## config.mk

```make
export PLATFORM = sky130hd
export DESIGN_NAME = dice_round_ctrl_flat
export DESIGN_NICKNAME = d
export VERILOG_FILES = /design/src/rtl/dice_round_ctrl_if.sv /design/src/rtl/dice_round_ctrl.sv /design/src/flat_wrapper.sv
export SDC_FILE = /design/constraint.sdc
export NUM_CORES = 1
export LEC_CHECK = 0
export ABC_AREA = 1
export CORE_MARGIN = 2
export CORE_UTILIZATION = 35
export DETAILED_ROUTE_END_ITERATION = 16
export GPL_TIMING_DRIVEN = 0
export PLACE_DENSITY = 0.67
export SLEW_MARGIN = 20
export SYNTH_ARGS = -nofsm -noshare
export SYNTH_HDL_FRONTEND = slang
export SYNTH_SLANG_ARGS = --single-unit
```

## constraint.sdc

```tcl
create_clock -name clk -period 1.1 [get_ports clk]
set_input_delay 0.275 -clock clk [delete_from_list [all_inputs] [get_ports clk]]
set_output_delay 0.275 -clock clk [all_outputs]
set_load 0.01 [all_outputs]
```

## src/rtl/dice_round_ctrl_if.sv

```systemverilog
// Signal bundle between dice_round_ctrl and its surroundings.
// The DUT side is the slave modport; the button driver/display side is master.
// There is no valid/ready handshake: btn1/btn2 are raw asynchronous levels,
// and every output is a registered level except round_done, which is a
// one-cycle pulse. state_dbg mirrors the round FSM state for observation.
interface dice_round_ctrl_if;
  logic       btn1;
  logic       btn2;
  logic [2:0] dice1;
  logic [2:0] dice2;
  logic       rolled1;
  logic       rolled2;
  logic       show_active;
  logic       round_done;
  logic [1:0] state_dbg;

  modport master (
    output btn1, btn2,
    input  dice1, dice2, rolled1, rolled2, show_active, round_done, state_dbg
  );

  modport slave (
    input  btn1, btn2,
    output dice1, dice2, rolled1, rolled2, show_active, round_done, state_dbg
  );
endinterface

```

## src/rtl/dice_round_ctrl.sv

```systemverilog
// Two-player dice round sequencer.
// Synchronises both roll buttons, samples a free-running 1..6 counter on each
// player's first press of the round, holds the result in SHOW and then clears.
// Optional feature macro: DICE_AUTO_CLEAR_EN
//   defined   : SHOW clears itself after SHOW_CYCLES cycles, presses ignored.
//   undefined : SHOW holds until any press, which is consumed by the clear.
module dice_round_ctrl #(
  parameter int SHOW_CYCLES = 10_000_000
) (
  input logic              clk,
  input logic              rst,
  dice_round_ctrl_if.slave bus
);

  typedef enum logic [1:0] {
    ST_IDLE = 2'd0,
    ST_HALF = 2'd1,
    ST_SHOW = 2'd2
  } state_t;

  localparam logic [23:0] TIMER_INIT = 24'(SHOW_CYCLES - 1);

  // bit 0 belongs to player 1, bit 1 to player 2
  logic [1:0]  s1_q, s1_d;
  logic [1:0]  s2_q, s2_d;
  logic [1:0]  prev_q, prev_d;
  logic [1:0]  press;

  logic [2:0]  cnt_q, cnt_d;
  // The timer is reloaded on every SHOW entry in both builds; only the
  // auto-clear build consults it to leave SHOW.
  logic [23:0] timer_q, timer_d;

  state_t      state_q, state_d;
  logic [2:0]  dice1_q, dice1_d;
  logic [2:0]  dice2_q, dice2_d;
  logic        rolled1_q, rolled1_d;
  logic        rolled2_q, rolled2_d;
  logic        show_q, show_d;
  logic        done_q, done_d;
  logic        show_exit;

  // Synchroniser chain and edge detector; press is a single-cycle rise of s2.
  always_comb begin
    s1_d   = {bus.btn2, bus.btn1};
    s2_d   = s1_q;
    prev_d = s2_q;
    press  = s2_q & ~prev_q;
  end

  // Free-running die face counter 1..6, never 0 or 7.
  always_comb begin
    cnt_d = (cnt_q == 3'd6) ? 3'd1 : cnt_q + 3'd1;
  end

  // SHOW exit condition depends on the build flavour.
  always_comb begin
    show_exit = 1'b0;
`ifdef DICE_AUTO_CLEAR_EN
    show_exit = (timer_q == 24'd0);
`else
    show_exit = |press;
`endif
  end

  // Round FSM next-state and registered output values.
  always_comb begin
    state_d   = state_q;
    dice1_d   = dice1_q;
    dice2_d   = dice2_q;
    rolled1_d = rolled1_q;
    rolled2_d = rolled2_q;
    show_d    = show_q;
    done_d    = 1'b0;
    timer_d   = timer_q;
    case (state_q)
      ST_IDLE: begin
        if (press[0]) begin
          dice1_d   = cnt_q;
          rolled1_d = 1'b1;
        end
        if (press[1]) begin
          dice2_d   = cnt_q;
          rolled2_d = 1'b1;
        end
        if (&press) begin
          state_d = ST_SHOW;
          show_d  = 1'b1;
          timer_d = TIMER_INIT;
        end else if (|press) begin
          state_d = ST_HALF;
        end
      end
      ST_HALF: begin
        // Only the player who has not rolled yet may roll; no rerolls.
        if (!rolled1_q && press[0]) begin
          dice1_d   = cnt_q;
          rolled1_d = 1'b1;
          state_d   = ST_SHOW;
          show_d    = 1'b1;
          timer_d   = TIMER_INIT;
        end else if (!rolled2_q && press[1]) begin
          dice2_d   = cnt_q;
          rolled2_d = 1'b1;
          state_d   = ST_SHOW;
          show_d    = 1'b1;
          timer_d   = TIMER_INIT;
        end
      end
      ST_SHOW: begin
        if (show_exit) begin
          state_d   = ST_IDLE;
          dice1_d   = 3'd0;
          dice2_d   = 3'd0;
          rolled1_d = 1'b0;
          rolled2_d = 1'b0;
          show_d    = 1'b0;
          done_d    = 1'b1;
        end else if (timer_q != 24'd0) begin
          timer_d = timer_q - 24'd1;
        end
      end
      default: begin
        state_d = ST_IDLE;
      end
    endcase
  end

  // State register; synchroniser flops reset high so a held button is ignored.
  always_ff @(posedge clk) begin
    if (rst) begin
      s1_q      <= 2'b11;
      s2_q      <= 2'b11;
      prev_q    <= 2'b11;
      cnt_q     <= 3'd1;
      timer_q   <= 24'd0;
      state_q   <= ST_IDLE;
      dice1_q   <= 3'd0;
      dice2_q   <= 3'd0;
      rolled1_q <= 1'b0;
      rolled2_q <= 1'b0;
      show_q    <= 1'b0;
      done_q    <= 1'b0;
    end else begin
      s1_q      <= s1_d;
      s2_q      <= s2_d;
      prev_q    <= prev_d;
      cnt_q     <= cnt_d;
      timer_q   <= timer_d;
      state_q   <= state_d;
      dice1_q   <= dice1_d;
      dice2_q   <= dice2_d;
      rolled1_q <= rolled1_d;
      rolled2_q <= rolled2_d;
      show_q    <= show_d;
      done_q    <= done_d;
    end
  end

  assign bus.dice1       = dice1_q;
  assign bus.dice2       = dice2_q;
  assign bus.rolled1     = rolled1_q;
  assign bus.rolled2     = rolled2_q;
  assign bus.show_active = show_q;
  assign bus.round_done  = done_q;
  assign bus.state_dbg   = state_q;

endmodule
```

## src/flat_wrapper.sv

```systemverilog
// flat-port wrapper written by rule: the top's interface ports become plain ports
module dice_round_ctrl_flat 
#(
  parameter int SHOW_CYCLES = 10_000_000
)
  (clk, rst, bus_btn1, bus_btn2, bus_dice1, bus_dice2, bus_rolled1, bus_rolled2, bus_show_active, bus_round_done, bus_state_dbg);
  dice_round_ctrl_if bus_i ();
  input logic clk;
  input logic rst;
  input wire logic [$bits(bus_i.btn1)-1:0] bus_btn1;
  input wire logic [$bits(bus_i.btn2)-1:0] bus_btn2;
  output wire logic [$bits(bus_i.dice1)-1:0] bus_dice1;
  output wire logic [$bits(bus_i.dice2)-1:0] bus_dice2;
  output wire logic [$bits(bus_i.rolled1)-1:0] bus_rolled1;
  output wire logic [$bits(bus_i.rolled2)-1:0] bus_rolled2;
  output wire logic [$bits(bus_i.show_active)-1:0] bus_show_active;
  output wire logic [$bits(bus_i.round_done)-1:0] bus_round_done;
  output wire logic [$bits(bus_i.state_dbg)-1:0] bus_state_dbg;
  assign bus_i.btn1 = bus_btn1;
  assign bus_i.btn2 = bus_btn2;
  assign bus_dice1 = bus_i.dice1;
  assign bus_dice2 = bus_i.dice2;
  assign bus_rolled1 = bus_i.rolled1;
  assign bus_rolled2 = bus_i.rolled2;
  assign bus_show_active = bus_i.show_active;
  assign bus_round_done = bus_i.round_done;
  assign bus_state_dbg = bus_i.state_dbg;
  dice_round_ctrl #(.SHOW_CYCLES(SHOW_CYCLES)) u_core (.clk(clk), .rst(rst), .bus(bus_i));
endmodule
```

==> results of run 1 <==
layer usage:
layer	up-vias	GRT usage [%]	wire length, um
li1	399	-	-
met1	341	16.2	767
met2	14	23.5	871
met3	7	3.33	73
met4	0	8.97	61
met5	-	0	0
placed cells by master (no fill, tap or decap):
master            n
nor2_1           19
nand2_1          16
inv_1            13
dfxtp_2          13
nand2_2           9
buf_2             9
or2_2             6
buf_6             6
dfxtp_1           6
a21oi_1           4
buf_4             4
nand3_1           3
clkbuf_4          3
inv_4             2
inv_2             2
nand2_4           2
nor2_4            2
nand3_4           2
o211ai_1          2
o21ai_1           2
nor2_2            2
ha_1              2
clkdlybuf4s50_1   2
dfxtp_4           2
nand4_1           1
clkinv_2          1
a21oi_4           1
a21oi_2           1
xnor2_1           1
clkbuf_1          1
dlygate4sd2_1     1
stage by stage:
step / cell area [um^2] / power, mW
after global placement: 1050 / 1.33
final: 1190 / 1.74
after floorplan: 863 / 1.16
after detailed placement: 1050 / 1.34
after global routing: 1190 / 1.86
after CTS: 1100 / 1.70
cell type report:
cell class                      count  area [um^2]
Clock buffer                        4         26.3
Multi-Input combinational cell     75          443
Fill cell                         217         1080
Inverter                           18         73.8
Sequential cell                    21          444
Timing Repair Buffer               22          171
Tap cell                           28         35.0
registers in the layout, indices dropped and copies added (netlist names):
register                cells
u_core.cnt_q                3
u_core.bus.rolled2          1
u_core.s1_q                 2
u_core.bus.state_dbg        2
u_core.prev_q               2
u_core.bus.show_active      1
u_core.bus.dice2            3
u_core.bus.round_done       1
u_core.prev_d               2
u_core.bus.rolled1          1
u_core.bus.dice1            3
report_power, final:
group | total (mW) | switching (mW) | internal [mW] | leakage, nW
logic | 0.466 | 0.251 | 0.214 | 0.381
registers | 0.917 | 0.0625 | 0.854 | 0.176
clock network | 0.360 | 0.219 | 0.142 | 0.0150
logic make-up after synthesis:
logic type	Yosys count
buffers and inverters	18
and+or+nand+nor	62
AOI/OAI and AO/OA	10
adders and majority gates	2
DFF	21
xor gates and xnor gates	1
how the worst max path moves through the flow:
stage | from | endpoint | slack, ns | depth (start not counted)
5_1_grt | u_core.prev_q[1]$_SDFF_PP1_ | u_core.bus.dice2[1]$_SDFFE_PP0P_ | -0.17 | 10
4_1_cts | u_core.prev_q[1]$_SDFF_PP1_ | u_core.bus.state_dbg[1]$_SDFFE_PP0P_ | -0.08 | 6
3_3_place_gp | rst | u_core.bus.rolled1$_SDFFE_PP0P_ | -0.52 | 4
2_1_floorplan | u_core.bus.state_dbg[0]$_SDFFE_PP0P_ | u_core.bus.rolled1$_SDFFE_PP0P_ | 0.004 | 7
6_report | u_core.prev_q[1]$_SDFF_PP1_ | u_core.bus.dice2[1]$_SDFFE_PP0P_ | -0.07 | 10
3_5_place_dp | rst | u_core.bus.rolled1$_SDFFE_PP0P_ | -0.55 | 4
timing repair:
action,CTS,global route
setup endpoints to repair,24,14
pin swaps,6,12
resized for setup,76,24
setup buffers,6,1
gates cloned,0,0
worst max-delay path: stages (launching register included):
cell and delay [ns]:
dfxtp_2 0.33, inv_2 0.07, nand2_4 0.06, buf_6 0.12
nor2_4 0.06, nand2_1 0.06, nand2_2 0.07, nand3_4 0.11
nand2_2 0.08, nand2_1 0.04, nor2_1 0.10
==> results.md, run 1 <==
- Number of cells produced by synthesis: 114
- # DRC: 0
- R2R setup slack: -0.07 ns
- Post-synthesis simple-gate area fraction: 31.8%
- Layout cells sized above 1: 47.9%
- Drt wl/cell: 10.6 um
- Worst Tran Pin Value: 0.377 ns
- Main synth FF type: dfxtp_1
- Status: finished, violations left
- Hold Fails Final Rpt: 0
- Synth unique cells: 16
- Final Cycle Share: 106%
- Critical path startpoint category: register
- Boundary Pins: 16
- Die H: 53.6 um
- Vias per std cell: 4.53
- Clock buffer count from CTS: 3
- Critical R2R Capture: u_core.bus.dice2[1]$_SDFFE_PP0P_
- Violated checks: setup timing
- Final core occ: 52.4%
- Antenna viol nets, final: 0
- Initial antenna violation count: 0
- Min setup slack post-route: -0.0710 ns
- Iteration-0 DRC Markers: 9
- Largest area contributor in the netlist: dfxtp_1
- Placed cells: 157
- Number of synthesized flops with an enable pin: 0
- Port buffer count: 15
- GRT Residual Overflow: 0
- Placement Setup Slack: -0.551 ns
- Initial Util: 37.9%
- Clock skew: 0.00459 ns
- Area of the core: 2280 um^2
- Root buf cell: clkbuf_4
- R2R cell count: 10
- Class of the worst hold path: reg2reg
- Peak VDD IR: 961 uV
- Vias in the first global route: 721
- Post-synthesis xor/xnor area fraction: 1.02%
- Post-synthesis mux area share: 0%
- Hold depth: 1
- # rows: 17
- Clock Sinks: 21
- Count of pins over their slew limit: 0
- Static Leak: 0.572 nW
- Count leader, synth: nand2_1
- Reg-to-reg critical path startpoint: u_core.prev_q[1]$_SDFF_PP1_
- Syn Nets: 120
- Crit path kind: reg2reg
- Overall routing resource usage: 14.1%
- Post-Route Setup TNS: -0.341 ns
- Number of synthesized register bits: 21
- Via count: 761
- Cell Area, Synth: 862 um^2
- Syn. warnings: 0
- Crit. End Element: register
- HP Start: u_core.s1_q[1]$_SDFF_PP1_
- DRT Pass-1 Iters: 4
- Arrival time at the worst endpoint: 1.41 ns
- Clock buffer depth: 2
- Post-CTS Hold Fix Bufs: 0
- Hold path endpoint: u_core.prev_d[1]$_SDFF_PP1_
- Min Tclk post-route: 1.17 ns
- Complex-gate fraction of the synthesized area: 7.69%
- Synth top area share: 48.8%
- Top post-synthesis cells by area: dfxtp_1 (49%), nand2_1 (11%), nor2_1 (10%), inv_1 (7.4%), or2_2 (4.4%)
- Post-synthesis sequential area ratio: 48.8%
- CP required: 1.34 ns
- Fin cells: 168
- Antenna fix cells: 0
- Overall routed net length: 1770 um
- Ys async rst share: 0%
- CP max FO: 7
- Nets: 147
- Hold_ws: 0.419 ns
- Largest net degree at the start of global routing: 12
- Avg Cell Area, Syn: 7.56 um^2
- GPL Wtd Cong: 0.758
- H-tree depth: 1
- Synthesis-to-layout area growth: 38.5%
- Reg clk slew, reported paths: 0.11 ns
- First-pass GRT wire length: 2900 um
- Post-Synth Adder-Cell Area: 2.90%
- Full die area: 2880 um^2
- DP HPWL: 1140 um
- Setup Viol. Count Final: 11
- Synth top cells by count: nand2_1 (25), nor2_1 (23), dfxtp_1 (21)
- RSZ-0062 raised after global routing: yes
- Peak Freq: 0.854 GHz
- Slew headroom: 74.8%
- Power Density: 1460 nW/um^2
- Main combinational cell family by area after synthesis: simple AND/OR/NAND/NOR gates
- CTS tree: yes
- Die X: 53.6 um
- Clk Latency, worst-skew pair: 0.30 ns
- Max-cap violations: 0
No activity file was read; power rests on OpenSTA's default activity.
==> run 2, diff against run 1 <==
--- a/config.mk
+++ b/config.mk
@@ -6,11 +6,14 @@
 export NUM_CORES = 1
 export LEC_CHECK = 0
 export ABC_AREA = 1
+export CELL_PAD_IN_SITES_DETAIL_PLACEMENT = 0
+export CELL_PAD_IN_SITES_GLOBAL_PLACEMENT = 1
+export CORE_ASPECT_RATIO = 0.5
 export CORE_MARGIN = 2
-export CORE_UTILIZATION = 35
+export CORE_UTILIZATION = 32
 export DETAILED_ROUTE_END_ITERATION = 16
 export GPL_TIMING_DRIVEN = 0
-export PLACE_DENSITY = 0.67
+export PLACE_DENSITY = 0.8
 export SLEW_MARGIN = 20
 export SYNTH_ARGS = -nofsm -noshare
 export SYNTH_HDL_FRONTEND = slang
==> results.md, run 2 (same netlist as run 1, synthesis figures left out) <==
- Status: finished, violations left
- Violated checks: setup timing
- Final instance area: 1200 um^2 (+0.52%)
- Arrival time at the worst endpoint: 1.30 ns (-0.11 ns)
- Die X: 77.4 um (+44%)
- Overall routing resource usage: 12.7% (-1.4 points)
- Crit path kind: reg2reg
- Synthesis-to-layout area growth: 39.2%
- Commonest non-fill, non-tap cell in the layout: nand2_1
- Slowest stage cell, crit path: dfxtp_2
- Count of pins over their slew limit: 0 (unchanged)
- Max incr delay on CP: 0.32 ns (about the same)
- RSZ-0062 raised after global routing: yes
- Cell-by-cell trace of the critical path: inv_2, nand2_4, o211ai_1, buf_4, o21ai_2, nor2_1, nor2_1
- Slew headroom: 80.3% (+5.5 points)
- Clock skew: 0.00119 ns (-0.00340 ns)
- Port buffer count: 15 (unchanged)
- Critical path startpoint category: register
- Min setup slack post-route: -0.0474 ns (+0.0236 ns)
- # rows: 13 (-4)
- Layout cells sized above 1: 44.0% (-3.9 points)
- Class of the worst hold path: reg2reg
- Largest net degree at the start of global routing: 12 (unchanged)
- Iteration-0 DRC Markers: 39 (+30)
- DP HPWL: 1150 um (+0.84%)
- First-pass GRT wire length: 2970 um (+2.4%)
- Clk Latency, worst-skew pair: 0.26 ns (-0.04 ns)
- Static Leak: 0.578 nW (+1.1%)
- Min Tclk post-route: 1.15 ns (-0.0236 ns)
- Initial Util: 33.5% (-4.3 points)
- Placement Setup Slack: -0.564 ns (-0.0132 ns)
- GRT Residual Overflow: 0 (unchanged)
- Vias in the first global route: 665 (-7.8%)
- Overall routed net length: 1840 um (+3.8%)
- Boundary Pins: 16 (unchanged)
- Vias per std cell: 4.38 (-3.3%)
- Final core occ: 46.7% (-5.8 points)
- Hold Fails Final Rpt: 0 (unchanged)
- Largest delay share family, worst path: flip-flops
- Setup Viol. Count Final: 9 (-2)
- Clock buffer count from CTS: 3 (unchanged)
- Initial antenna violation count: 0 (unchanged)
- DP Area: 1060 um^2 (+1.1%)
- Reg clk slew, reported paths: 0.07 ns (-0.04 ns)
- # DRC: 0 (unchanged)
- Full die area: 3150 um^2 (+9.5%)
- Peak Freq: 0.872 GHz (+2.1%)
- CP bufs+invs: 2 (unchanged)
- Max-cap violations: 0 (unchanged)
- H-tree depth: 1 (unchanged)
- Worst Tran Pin Value: 0.295 ns (-0.0814 ns)
- Antenna fix cells: 0 (unchanged)
- DRT Pass-1 Iters: 4 (unchanged)
- Crit. End Element: register
- CP required: 1.25 ns (-0.09 ns)
- Power Density: 1540 nW/um^2 (+5.3%)
- GPL Wtd Cong: 0.784 (+3.4%)
- Via count: 780 (+2.5%)
- Die H: 40.7 um (-24%)
- CTS tree: yes
- Clock buffer depth: 2 (unchanged)
- Final Cycle Share: 104% (-2.1 points)
- Drt wl/cell: 10.3 um (-2.1%)
- CP max FO: 4 (-3)
- Most frequent cells in the layout: nand2_1 (21), nor2_1 (19), inv_1 (13), dfxtp_2 (10)
- Area of the core: 2570 um^2 (+13%)
- Nets: 148 (+0.68%)
- Root buf cell: clkbuf_8
- Peak VDD IR: 640 uV (-33%)
- Antenna viol nets, final: 0 (unchanged)
- Most frequent CP cell: nor2_1
- Clock Sinks: 21 (unchanged)
## run 2: cell count changes in the layout (fill, tap and decap cells not counted), moves of 2 or more
cell             delta
buf_6               -6
nand2_2             -6
nand2_1             +5
buf_4               +4
clkbuf_4            -3
clkbuf_8            +3
dfxtp_1             +3
dfxtp_2             -3
clkdlybuf4s15_2     +2
## run 2: what timing repair did
item                                    in CTS  in global routing
hold buffers                                 0                  0
gates resized for setup                     67                 17
setup buffers                                8                  0
pin swaps                                   10                  5
hold endpoints to repair                     0                  0
endpoints found under the setup margin      24                 19
## run 2: final timing paths
| path | from | to | slack, ns | depth (start not counted) |
|---|---|---|---|---|
| setup / recovery | u_core.prev_q[1]$_SDFF_PP1_ | u_core.bus.state_dbg[1]$_SDFFE_PP0P_ | -0.05 | 7 |
| hold / removal | u_core.s1_q[1]$_SDFF_PP1_ | u_core.prev_d[1]$_SDFF_PP1_ | 0.41 | 1 |
| setup reg to reg | u_core.prev_q[1]$_SDFF_PP1_ | u_core.bus.state_dbg[1]$_SDFFE_PP0P_ | -0.05 | 7 |
| hold reg to reg | u_core.s1_q[1]$_SDFF_PP1_ | u_core.prev_d[1]$_SDFF_PP1_ | 0.41 | 1 |
## run 2: area by class of cell
type / instances / area, um^2
Inverter: 18 / 71.3
Tap cell: 37 / 46.3
Timing Repair Buffer: 23 / 161
Clock buffer: 4 / 45.0
Multi-Input combinational cell: 75 / 435
Fill cell: 279 / 1370
Sequential cell: 21 / 440
## run 2: layer usage
metal  GRT usage [%]  routed length (um)  vias up
li1                -                   -      403
met1            14.4                 889      361
met2            22.8                 853       12
met3            4.63                  64        4
met4            6.25                  34        0
met5               0                   0        -
## run 2: through the flow
step / power (mW) / setup TNS (ns) / hold WS [ns] / instances
2_1_floorplan: 1.16 / 0 / 0.344 / 114
3_3_place_gp: 1.33 / -6.92 / 0.391 / 166
3_5_place_dp: 1.34 / -6.98 / 0.395 / 166
4_1_cts: 1.87 / -0.0241 / 0.413 / 178
5_1_grt: 1.96 / -0.919 / 0.423 / 178
6_report: 1.84 / -0.219 / 0.411 / 178
## run 2: where the power goes
group / internal (mW) / total, mW / switching [mW]
registers: 0.851 / 0.908 / 0.0574
clock network: 0.258 / 0.500 / 0.242
logic: 0.188 / 0.436 / 0.248
total: 1.30 / 1.84 / 0.547
